<file path="config.mk">
export PLATFORM = sky130hd
export DESIGN_NAME = pipelined_subtractor_flat
export DESIGN_NICKNAME = d
export VERILOG_FILES = /design/src/rtl/pipelined_subtractor_if.sv /design/src/rtl/pipelined_subtractor.sv /design/src/flat_wrapper.sv
export SDC_FILE = /design/constraint.sdc
export NUM_CORES = 1
export LEC_CHECK = 0
export ABC_AREA = 1
export CELL_PAD_IN_SITES_DETAIL_PLACEMENT = 1
export CELL_PAD_IN_SITES_GLOBAL_PLACEMENT = 1
export CORE_MARGIN = 4
export CORE_UTILIZATION = 45
export DETAILED_ROUTE_END_ITERATION = 6
export MAX_ROUTING_LAYER = met4
export PLACE_DENSITY = 0.84
export SYNTH_ARGS = -nofsm -noshare
export SYNTH_HDL_FRONTEND = slang
export SYNTH_SLANG_ARGS = --single-unit
</file>
<file path="constraint.sdc">
create_clock -name clk -period 3.8 [get_ports clk]
set_input_delay 1.14 -clock clk [delete_from_list [all_inputs] [get_ports clk]]
set_output_delay 1.14 -clock clk [all_outputs]
set_load 0.01 [all_outputs]
</file>
<file path="src/rtl/pipelined_subtractor_if.sv">
// Operand/result handshake bundle for the pipelined subtractor.
// The master side drives operands and downstream ready; the slave side is the subtractor.
interface pipelined_subtractor_if #(
  parameter int SIZE = 16
);
  logic            in_valid;
  logic            in_ready;
  logic [SIZE-1:0] a;
  logic [SIZE-1:0] b;
  logic            bin;
  logic            out_valid;
  logic            out_ready;
  logic [SIZE-1:0] d;
  logic            bout;

  modport master (
    output in_valid, a, b, bin, out_ready,
    input  in_ready, out_valid, d, bout
  );

  modport slave (
    input  in_valid, a, b, bin, out_ready,
    output in_ready, out_valid, d, bout
  );
endinterface

</file>
<file path="src/rtl/pipelined_subtractor.sv">
// Chunked pipelined subtractor: d = a - b - bin, computed as a + ~b + ~bin one CHUNK
// slice per stage, with the carry and the still-unresolved operand chunks riding along.
module pipelined_subtractor #(
  parameter int SIZE  = 16,
  parameter int CHUNK = 4
) (
  input logic                   clk,
  input logic                   rst,
  pipelined_subtractor_if.slave bus
);

  localparam int STAGES = SIZE / CHUNK;

  if (SIZE % CHUNK != 0 || STAGES < 1) begin : g_bad_cfg
    $error("pipelined_subtractor: SIZE must be a non-zero multiple of CHUNK");
  end

  logic en;

  function automatic logic [CHUNK:0] chunk_add(
    input logic [CHUNK-1:0] x,
    input logic [CHUNK-1:0] y,
    input logic             ci
  );
    return {1'b0, x} + {1'b0, y} + {{CHUNK{1'b0}}, ci};
  endfunction

  for (genvar k = 0; k < STAGES; k++) begin : g_stage
    localparam int RW = (k + 1) * CHUNK;  // result bits resolved once this stage is loaded
    localparam int UW = SIZE - RW;        // operand bits still unresolved after this stage

    logic                vld_p;
    logic                cy_p;
    logic [RW-1:0]       res_p;
    logic [UW+CHUNK-1:0] src_a;
    logic [UW+CHUNK-1:0] src_nb;
    logic                src_cy;
    logic                src_vld;
    logic [CHUNK:0]      sum;

    if (k == 0) begin : g_head
      assign src_a   = bus.a;
      assign src_nb  = ~bus.b;
      assign src_cy  = ~bus.bin;
      assign src_vld = bus.in_valid;
    end else begin : g_link
      assign src_a   = g_stage[k-1].g_ops.a_p;
      assign src_nb  = g_stage[k-1].g_ops.nb_p;
      assign src_cy  = g_stage[k-1].cy_p;
      assign src_vld = g_stage[k-1].vld_p;
    end

    assign sum = chunk_add(src_a[CHUNK-1:0], src_nb[CHUNK-1:0], src_cy);

    // ---- stage k register boundary ----
    always_ff @(posedge clk or posedge rst) begin
      if (rst) begin
        vld_p <= 1'b0;
      end else if (en) begin
        vld_p <= src_vld;
      end
    end

    always_ff @(posedge clk) begin
      if (en) begin
        cy_p <= sum[CHUNK];
      end
    end

    if (k == 0) begin : g_res_first
      always_ff @(posedge clk) begin
        if (en) begin
          res_p <= sum[CHUNK-1:0];
        end
      end
    end else begin : g_res_next
      always_ff @(posedge clk) begin
        if (en) begin
          res_p <= {sum[CHUNK-1:0], g_stage[k-1].res_p};
        end
      end
    end

    if (UW > 0) begin : g_ops
      logic [UW-1:0] a_p;
      logic [UW-1:0] nb_p;

      always_ff @(posedge clk) begin
        if (en) begin
          a_p  <= src_a[UW+CHUNK-1:CHUNK];
          nb_p <= src_nb[UW+CHUNK-1:CHUNK];
        end
      end
    end
  end

  // ---- output boundary: last stage presented directly ----
  // Results are masked by valid so d/bout read zero whenever nothing is presented,
  // which also keeps uninitialised data registers from leaking out.
  assign en            = ~bus.out_valid | bus.out_ready;
  assign bus.in_ready  = en;
  assign bus.out_valid = g_stage[STAGES-1].vld_p;
  assign bus.d         = g_stage[STAGES-1].vld_p ? g_stage[STAGES-1].res_p : '0;
  assign bus.bout      = g_stage[STAGES-1].vld_p & ~g_stage[STAGES-1].cy_p;

endmodule

</file>
<file path="src/flat_wrapper.sv">
// flat-port wrapper written by rule: the top's interface ports become plain ports
module pipelined_subtractor_flat 
#(
  parameter int SIZE  = 16,
  parameter int CHUNK = 4
)
  (clk, rst, bus_in_valid, bus_a, bus_b, bus_bin, bus_out_ready, bus_in_ready, bus_out_valid, bus_d, bus_bout);
  pipelined_subtractor_if #(.SIZE(SIZE)) bus_i ();
  input logic clk;
  input logic rst;
  input wire logic [$bits(bus_i.in_valid)-1:0] bus_in_valid;
  input wire logic [$bits(bus_i.a)-1:0] bus_a;
  input wire logic [$bits(bus_i.b)-1:0] bus_b;
  input wire logic [$bits(bus_i.bin)-1:0] bus_bin;
  input wire logic [$bits(bus_i.out_ready)-1:0] bus_out_ready;
  output wire logic [$bits(bus_i.in_ready)-1:0] bus_in_ready;
  output wire logic [$bits(bus_i.out_valid)-1:0] bus_out_valid;
  output wire logic [$bits(bus_i.d)-1:0] bus_d;
  output wire logic [$bits(bus_i.bout)-1:0] bus_bout;
  assign bus_i.in_valid = bus_in_valid;
  assign bus_i.a = bus_a;
  assign bus_i.b = bus_b;
  assign bus_i.bin = bus_bin;
  assign bus_i.out_ready = bus_out_ready;
  assign bus_in_ready = bus_i.in_ready;
  assign bus_out_valid = bus_i.out_valid;
  assign bus_d = bus_i.d;
  assign bus_bout = bus_i.bout;
  pipelined_subtractor #(.SIZE(SIZE), .CHUNK(CHUNK)) u_core (.clk(clk), .rst(rst), .bus(bus_i));
endmodule
</file>
==> results of run 1 <==
-- power by group through the flow --
stage                     registers (mW)  clock network, mW  logic (mW)
after detailed placement            1.86                  0       0.899
final                               1.84              0.767       0.892
after global routing                1.88              0.836        1.01
after CTS                           1.85              0.791       0.921
after floorplan                     1.78                  0       0.525
after global placement              1.82                  0       0.831
-- layer usage --
layer  global-route usage  wire (um)
met5                    -          0
met4               0.0483        116
met3               0.0403        277
met2                0.269       3610
met1                0.158       2390
-- metrics by stage --
stage	util	instance area, sq um	cells	power (mW)
2_1_floorplan	-	3710	238	2.30
3_3_place_gp	0.556	4380	394	2.65
3_5_place_dp	0.556	4380	394	2.76
4_1_cts	0.585	4620	410	3.56
5_1_grt	0.585	4620	410	3.73
6_report	0.585	4620	410	3.50
-- worst max-delay path, stage by stage --
cell	delay [ns]
clkdlybuf4s50_1	0.41
or2_4	0.27
clkdlybuf4s50_1	0.48
-- cells in the final DEF (no fill, tap or decap), drive strengths merged, types with 3 or more instances in the layout --
cell type / Yosys / final
o21ai: 5 / 5
fa: 8 / 8
a21oi: 7 / 7
bufinv: 0 / 3
inv: 54 / 54
dfrtp: 4 / 4
clkinv: 0 / 3
clkbuf: 0 / 9
nand3: 7 / 7
clkdlybuf4s50: 0 / 55
edfxtp: 92 / 92
nand2: 36 / 36
ha: 12 / 12
-- sequential cells by signal (all words and copies together), names as in the netlist --
register / cells
u_core.g_stage.res_p: 40
u_core.g_stage.g_ops.a_p: 24
u_core.g_stage.g_ops.nb_p: 24
u_core.g_stage.cy_p: 4
u_core.g_stage.vld_p: 3
u_core.bus.out_valid: 1
-- layout make-up --
| class | instances | area, sq um |
|---|---|---|
| Timing Repair Buffer | 57 | 566 |
| Fill cell | 752 | 3270 |
| Clock buffer | 9 | 124 |
| Clock inverter | 7 | 110 |
| Inverter | 54 | 203 |
| Sequential cell | 96 | 2860 |
| Multi-Input combinational cell | 85 | 624 |
| Tap cell | 102 | 128 |
-- logic make-up (layout without fill, tap and decap cells) --
kind of cell | Yosys count | after routing | synth area share
flops | 96 | 96 | 0.771
compound gates | 14 | 14 | 0.0233
xor+xnor | 4 | 4 | 0.00944
simple gates | 47 | 47 | 0.0512
buf+inv | 57 | 127 | 0.0610
fa+ha+maj | 20 | 20 | 0.0836
-- worst paths after layout --
| path | start | endpoint | slack (ns) | depth (start not counted) |
|---|---|---|---|---|
| max | bus_out_ready | bus_in_ready | 0.36 | 3 |
| min in group asynchronous | rst | u_core.g_stage[0].vld_p | 0.96 | 2 |
| max reg2reg | u_core.bus.out_valid | u_core.g_stage[0].g_ops.a_p[0] | 1.43 | 4 |
| max in group asynchronous | rst | u_core.g_stage[2].vld_p | 2.70 | 2 |
| min | u_core.g_stage[0].g_ops.a_p[5] | u_core.g_stage[1].g_ops.a_p[1] | 0.43 | 0 |
| min reg2reg | u_core.g_stage[0].g_ops.a_p[5] | u_core.g_stage[1].g_ops.a_p[1] | 0.43 | 0 |
==> impl_metrics.ini, run 1 <==
[run_status]
status = finished, final reports clean

[die]
rows = 32
fp.coreArea_sq_um = 7890
die-area_sq_um = 9760
die_h_um = 98.8
pin_count = 56
die_w_um = 98.8
initial_core_util = 0.470

[placed_design]
dp_hpwl_mm = 4.33
place_ws_ns = 0.350
gp_congestion = 0.665
portBuffers = 55

[worst_hold_path]
hp-class = reg -> reg

[power]
swShare = 0.280
irDropWorstVdd_uv = 296
clockPowerShare = 0.219
p_comb_frac = 0.255
p_sw_uw = 977
cell_internal_pwr_mw = 2.52
p_per_area_nw_per_um2 = 757
leakage_nw = 1.95
seqPwrFrac = 0.526

[timing]
fmax_ghz = 0.291
rsz0062_at_grt = no
fin_crit_sh = 0.905
hold_ws_ns = 0.426
fin_skew_ns = 0.00484
worst-slew-pin-transition_ns = 0.891
final-hold-violation-count = 0
period_needed_ns = 3.44
drv_slew = 0
setup_violations = 0
max_slew_margin = 0.406
worst_slack_ns = 0.363
finalSetupTns_ns = 0

[synth]
netlist_instances = 238
synthFlopType = edfxtp_1
syn_area_per_cell_sq_um = 15.6
async_reset_ff_frac = 0.0417
ys_ff_latch = 96
ys_types = 20
synth.most_common_cell = edfxtp_1
netlist_top_cells_count = edfxtp_1, inv_1, nand2_1, ha_1, fa_1
ys_warn_count = 0
synth_edf_count = 92
yosysTopAreaCell = edfxtp_1
syn_area_sq_um = 3710
synth_top_area_frac = 0.744
ys_seq_area_frac = 0.771
syn_nets = 295
synth_area_leaders = edfxtp_1, inv_1, fa_1

[route]
vias = 1886
first_iter_violations = 120
detail-route-antenna-nets = 0
dr.pass1.iters = 4
route.detailed.drc = 0
via_per_inst = 4.60
wl_per_cell_um = 15.6
wl_mm = 6.40

[flow_run]
drv_cap = 0

[layout]
drive_gt1_frac = 0.0714
antenna_cells = 0
syn2layout_area_growth_pct = 24.4
layout.nets = 360

[clocking]
clk_latency_ns = 0.35
htreeDepth = 3
cts_inserted_buffers = 9
clock-sinks = 96
cts_resized = 0
clk_path_buf_depth = 2
cts_hold_buf = 0
clkTransAtPathRegs_ns = 0.09
cts_tree = done
cts-root-buf = clkbuf_8
postCtsSetupRepairBufs = 0

[grt]
grt_max_degree = 75
grt_pass1_wl_mm = 10.6
grt_pass1_vias = 2109
grt.overflow.total = 0
grt_util_all_layers = 0.149
grt_antenna_before_repair = 0

[worst_setup_path]
required_ns = 2.66
arrival_ns = 2.30
critPathLaunchType = primary input
cp-end-kind = primary output
path_class = in -> out
cp_max_fo = 2
Power figures use the tool's default switching activity.
==> run 2: changes to the inputs <==
Settings changed: ABC_AREA 1 to 0, PLACE_DENSITY 0.84 to 0.82.
==> impl_metrics.ini, run 2 <==
[route]
wl_per_cell_um = 15.0
first_iter_violations = 113
via_per_inst = 4.60
route.detailed.drc = 0
dr.pass1.iters = 4
vias = 1692
wl_mm = 5.53
detail-route-antenna-nets = 0

[layout]
drive_gt1_frac = 0.0827
layout_common_cells = edfxtp_1, clkdlybuf4s50_1, inv_1
antenna_cells = 0
final_common_cell = edfxtp_1
layout.nets = 318
top_register = u_core.g_stage.res_p
reg_top3 = u_core.g_stage.res_p (40), u_core.g_stage.g_ops.a_p (24), u_core.g_stage.g_ops.nb_p (24)
largest_reg_flops = 40
regArea_sq_um = 2860
fillers = 712
multiInputGateArea_sq_um = 683
syn2layout_area_growth_pct = 23.7

[timing]
worst-slew-pin-transition_ns = 0.775
period_needed_ns = 3.41
finalSetupTns_ns = 0
max_slew_margin = 0.483
drv_slew = 0
fin_skew_ns = 0.00776
setup_violations = 0
fmax_ghz = 0.294
final-hold-violation-count = 0
rsz0062_at_grt = no
fin_crit_sh = 0.896

[placed_design]
gp_congestion = 0.658
portBuffers = 55
dp_hpwl_mm = 4.00

[clocking]
clkTransAtPathRegs_ns = 0.08
htreeDepth = 3
cts_tree = done
postCtsSetupRepairBufs = 0
clock-sinks = 96
cts-root-buf = clkbuf_8
clk_latency_ns = 0.35
clk_path_buf_depth = 2
cts_resized = 0
cts_inserted_buffers = 9
cts_hold_buf = 0

[power]
leakage_nw = 1.76
p_per_area_nw_per_um2 = 709
irDropWorstVdd_uv = 334
finalPower_mw = 3.20

[synth]
ys_warn_count = 0
synth.most_common_cell = edfxtp_1
synthFlopType = edfxtp_1
synth_edf_count = 92
ys_ff_latch = 96
synth_area_leaders = edfxtp_1, fa_1, ha_1
async_reset_ff_frac = 0.0417
syn_nets = 251
syn_area_per_cell_sq_um = 18.8
yosysTopAreaCell = edfxtp_1
ys_seq_area_frac = 0.784
syn_area_sq_um = 3650
netlist_instances = 194
synth_top_area_frac = 0.756
ys_types = 18
netlist_top_cells_count = edfxtp_1, inv_1, and2_1, ha_1, fa_1

[die]
die-area_sq_um = 9620
pin_count = 56
initial_core_util = 0.468
die_w_um = 98.1
die_h_um = 98.1
fp.coreArea_sq_um = 7810
rows = 32

[flow_run]
drv_cap = 0

[grt]
grt_antenna_before_repair = 0
grt_util_all_layers = 0.130
grt_pass1_vias = 1871
grt.overflow.total = 0
grt_pass1_wl_mm = 9.18
grt_max_degree = 62

[worst_setup_path]
arrival_ns = 2.27
path_class = in -> out
required_ns = 2.66
cp-end-kind = primary output
cp_max_fo = 2
critPathLaunchType = primary input

[run_status]
status = finished, final reports clean

[worst_hold_path]
hp-class = reg -> reg
==> run 2: changes by cell type after synthesis, moves of 2 or more <==
cell,change
a21o_1,+7
a21oi_1,-4
and2_1,+16
inv_1,-24
mux2_4,+3
nand2_1,-36
nand2b_1,+3
nand3_1,-7
nor2_1,-2
nor2b_1,+3
o21ai_2,-3
o21bai_1,-2
xnor2_1,+4
==> run 2: path summary, 6_finish.rpt <==
path                                                 start  slack, ns                               to  cells after the start
min in group asynchronous                              rst       0.97          u_core.g_stage[1].vld_p                      2
worst max register to register        u_core.bus.out_valid       1.52  u_core.g_stage[0].g_ops.nb_p[0]                      3
max in group asynchronous                              rst       2.69             u_core.bus.out_valid                      2
worst min-delay path            u_core.g_stage[2].res_p[4]       0.42       u_core.g_stage[3].res_p[4]                      0
worst min register to register  u_core.g_stage[2].res_p[4]       0.42       u_core.g_stage[3].res_p[4]                      0
worst max-delay path                         bus_out_ready       0.39                     bus_in_ready                      3
==> run 2: critical path, stage by stage <==
cell             delay [ns]
clkdlybuf4s50_1        0.46
nand2b_4               0.13
clkdlybuf4s50_1        0.54
==> run 2: final cells by class <==
cell class | instances | area share
timing repair buffer | 57 | 0.125
tap | 102 | 0.0282
clock buffer | 10 | 0.0282
inverter | 29 | 0.0241
clock inverter | 6 | 0.00969
multi-input combinational | 68 | 0.151
sequential | 96 | 0.633
==> run 2: report_power, final <==
part	internal, mW	total [mW]	switching, mW	leakage, nW
sequential	1.65	1.78	0.129	0.972
combinational	0.447	0.841	0.395	0.712
clock	0.240	0.583	0.342	0.0770
==> run 2: kinds of logic after synthesis <==
family / Yosys count / share of synthesized area
AO/OA/AOI/OAI: 13 / 0.0253
XOR/XNOR: 8 / 0.0192
adder cells (fa/ha/maj): 20 / 0.0849
buffers and inverters: 30 / 0.0308
flip-flops: 96 / 0.784
multiplexers: 3 / 0.0123
AND/OR/NAND/NOR: 24 / 0.0438
==> run 2: stage by stage <==
stage | utilization | area [sq um] | hold WS, ns | worst slack (ns) | instances
after global placement | 0.557 | 4350 | 0.400 | 0.377 | 352
after global routing | 0.579 | 4520 | 0.433 | 0.362 | 368
after detailed placement | 0.557 | 4350 | 0.406 | 0.384 | 352
final | 0.579 | 4520 | 0.425 | 0.394 | 368
after CTS | 0.579 | 4520 | 0.428 | 0.377 | 368
after floorplan | - | 3650 | 0.400 | 0.209 | 194
==> run 2: metal layers <==
metal  routed length [um]  global-route usage  share of wire  vias to the layer above
met5                    0                   -              0                        -
met3                  293              0.0336          0.053                        7
met4                   96              0.0575          0.017                        0
met2                 3050               0.228           0.55                       49
li1                     -                   -              -                      817
met1                 2090               0.138           0.38                      819
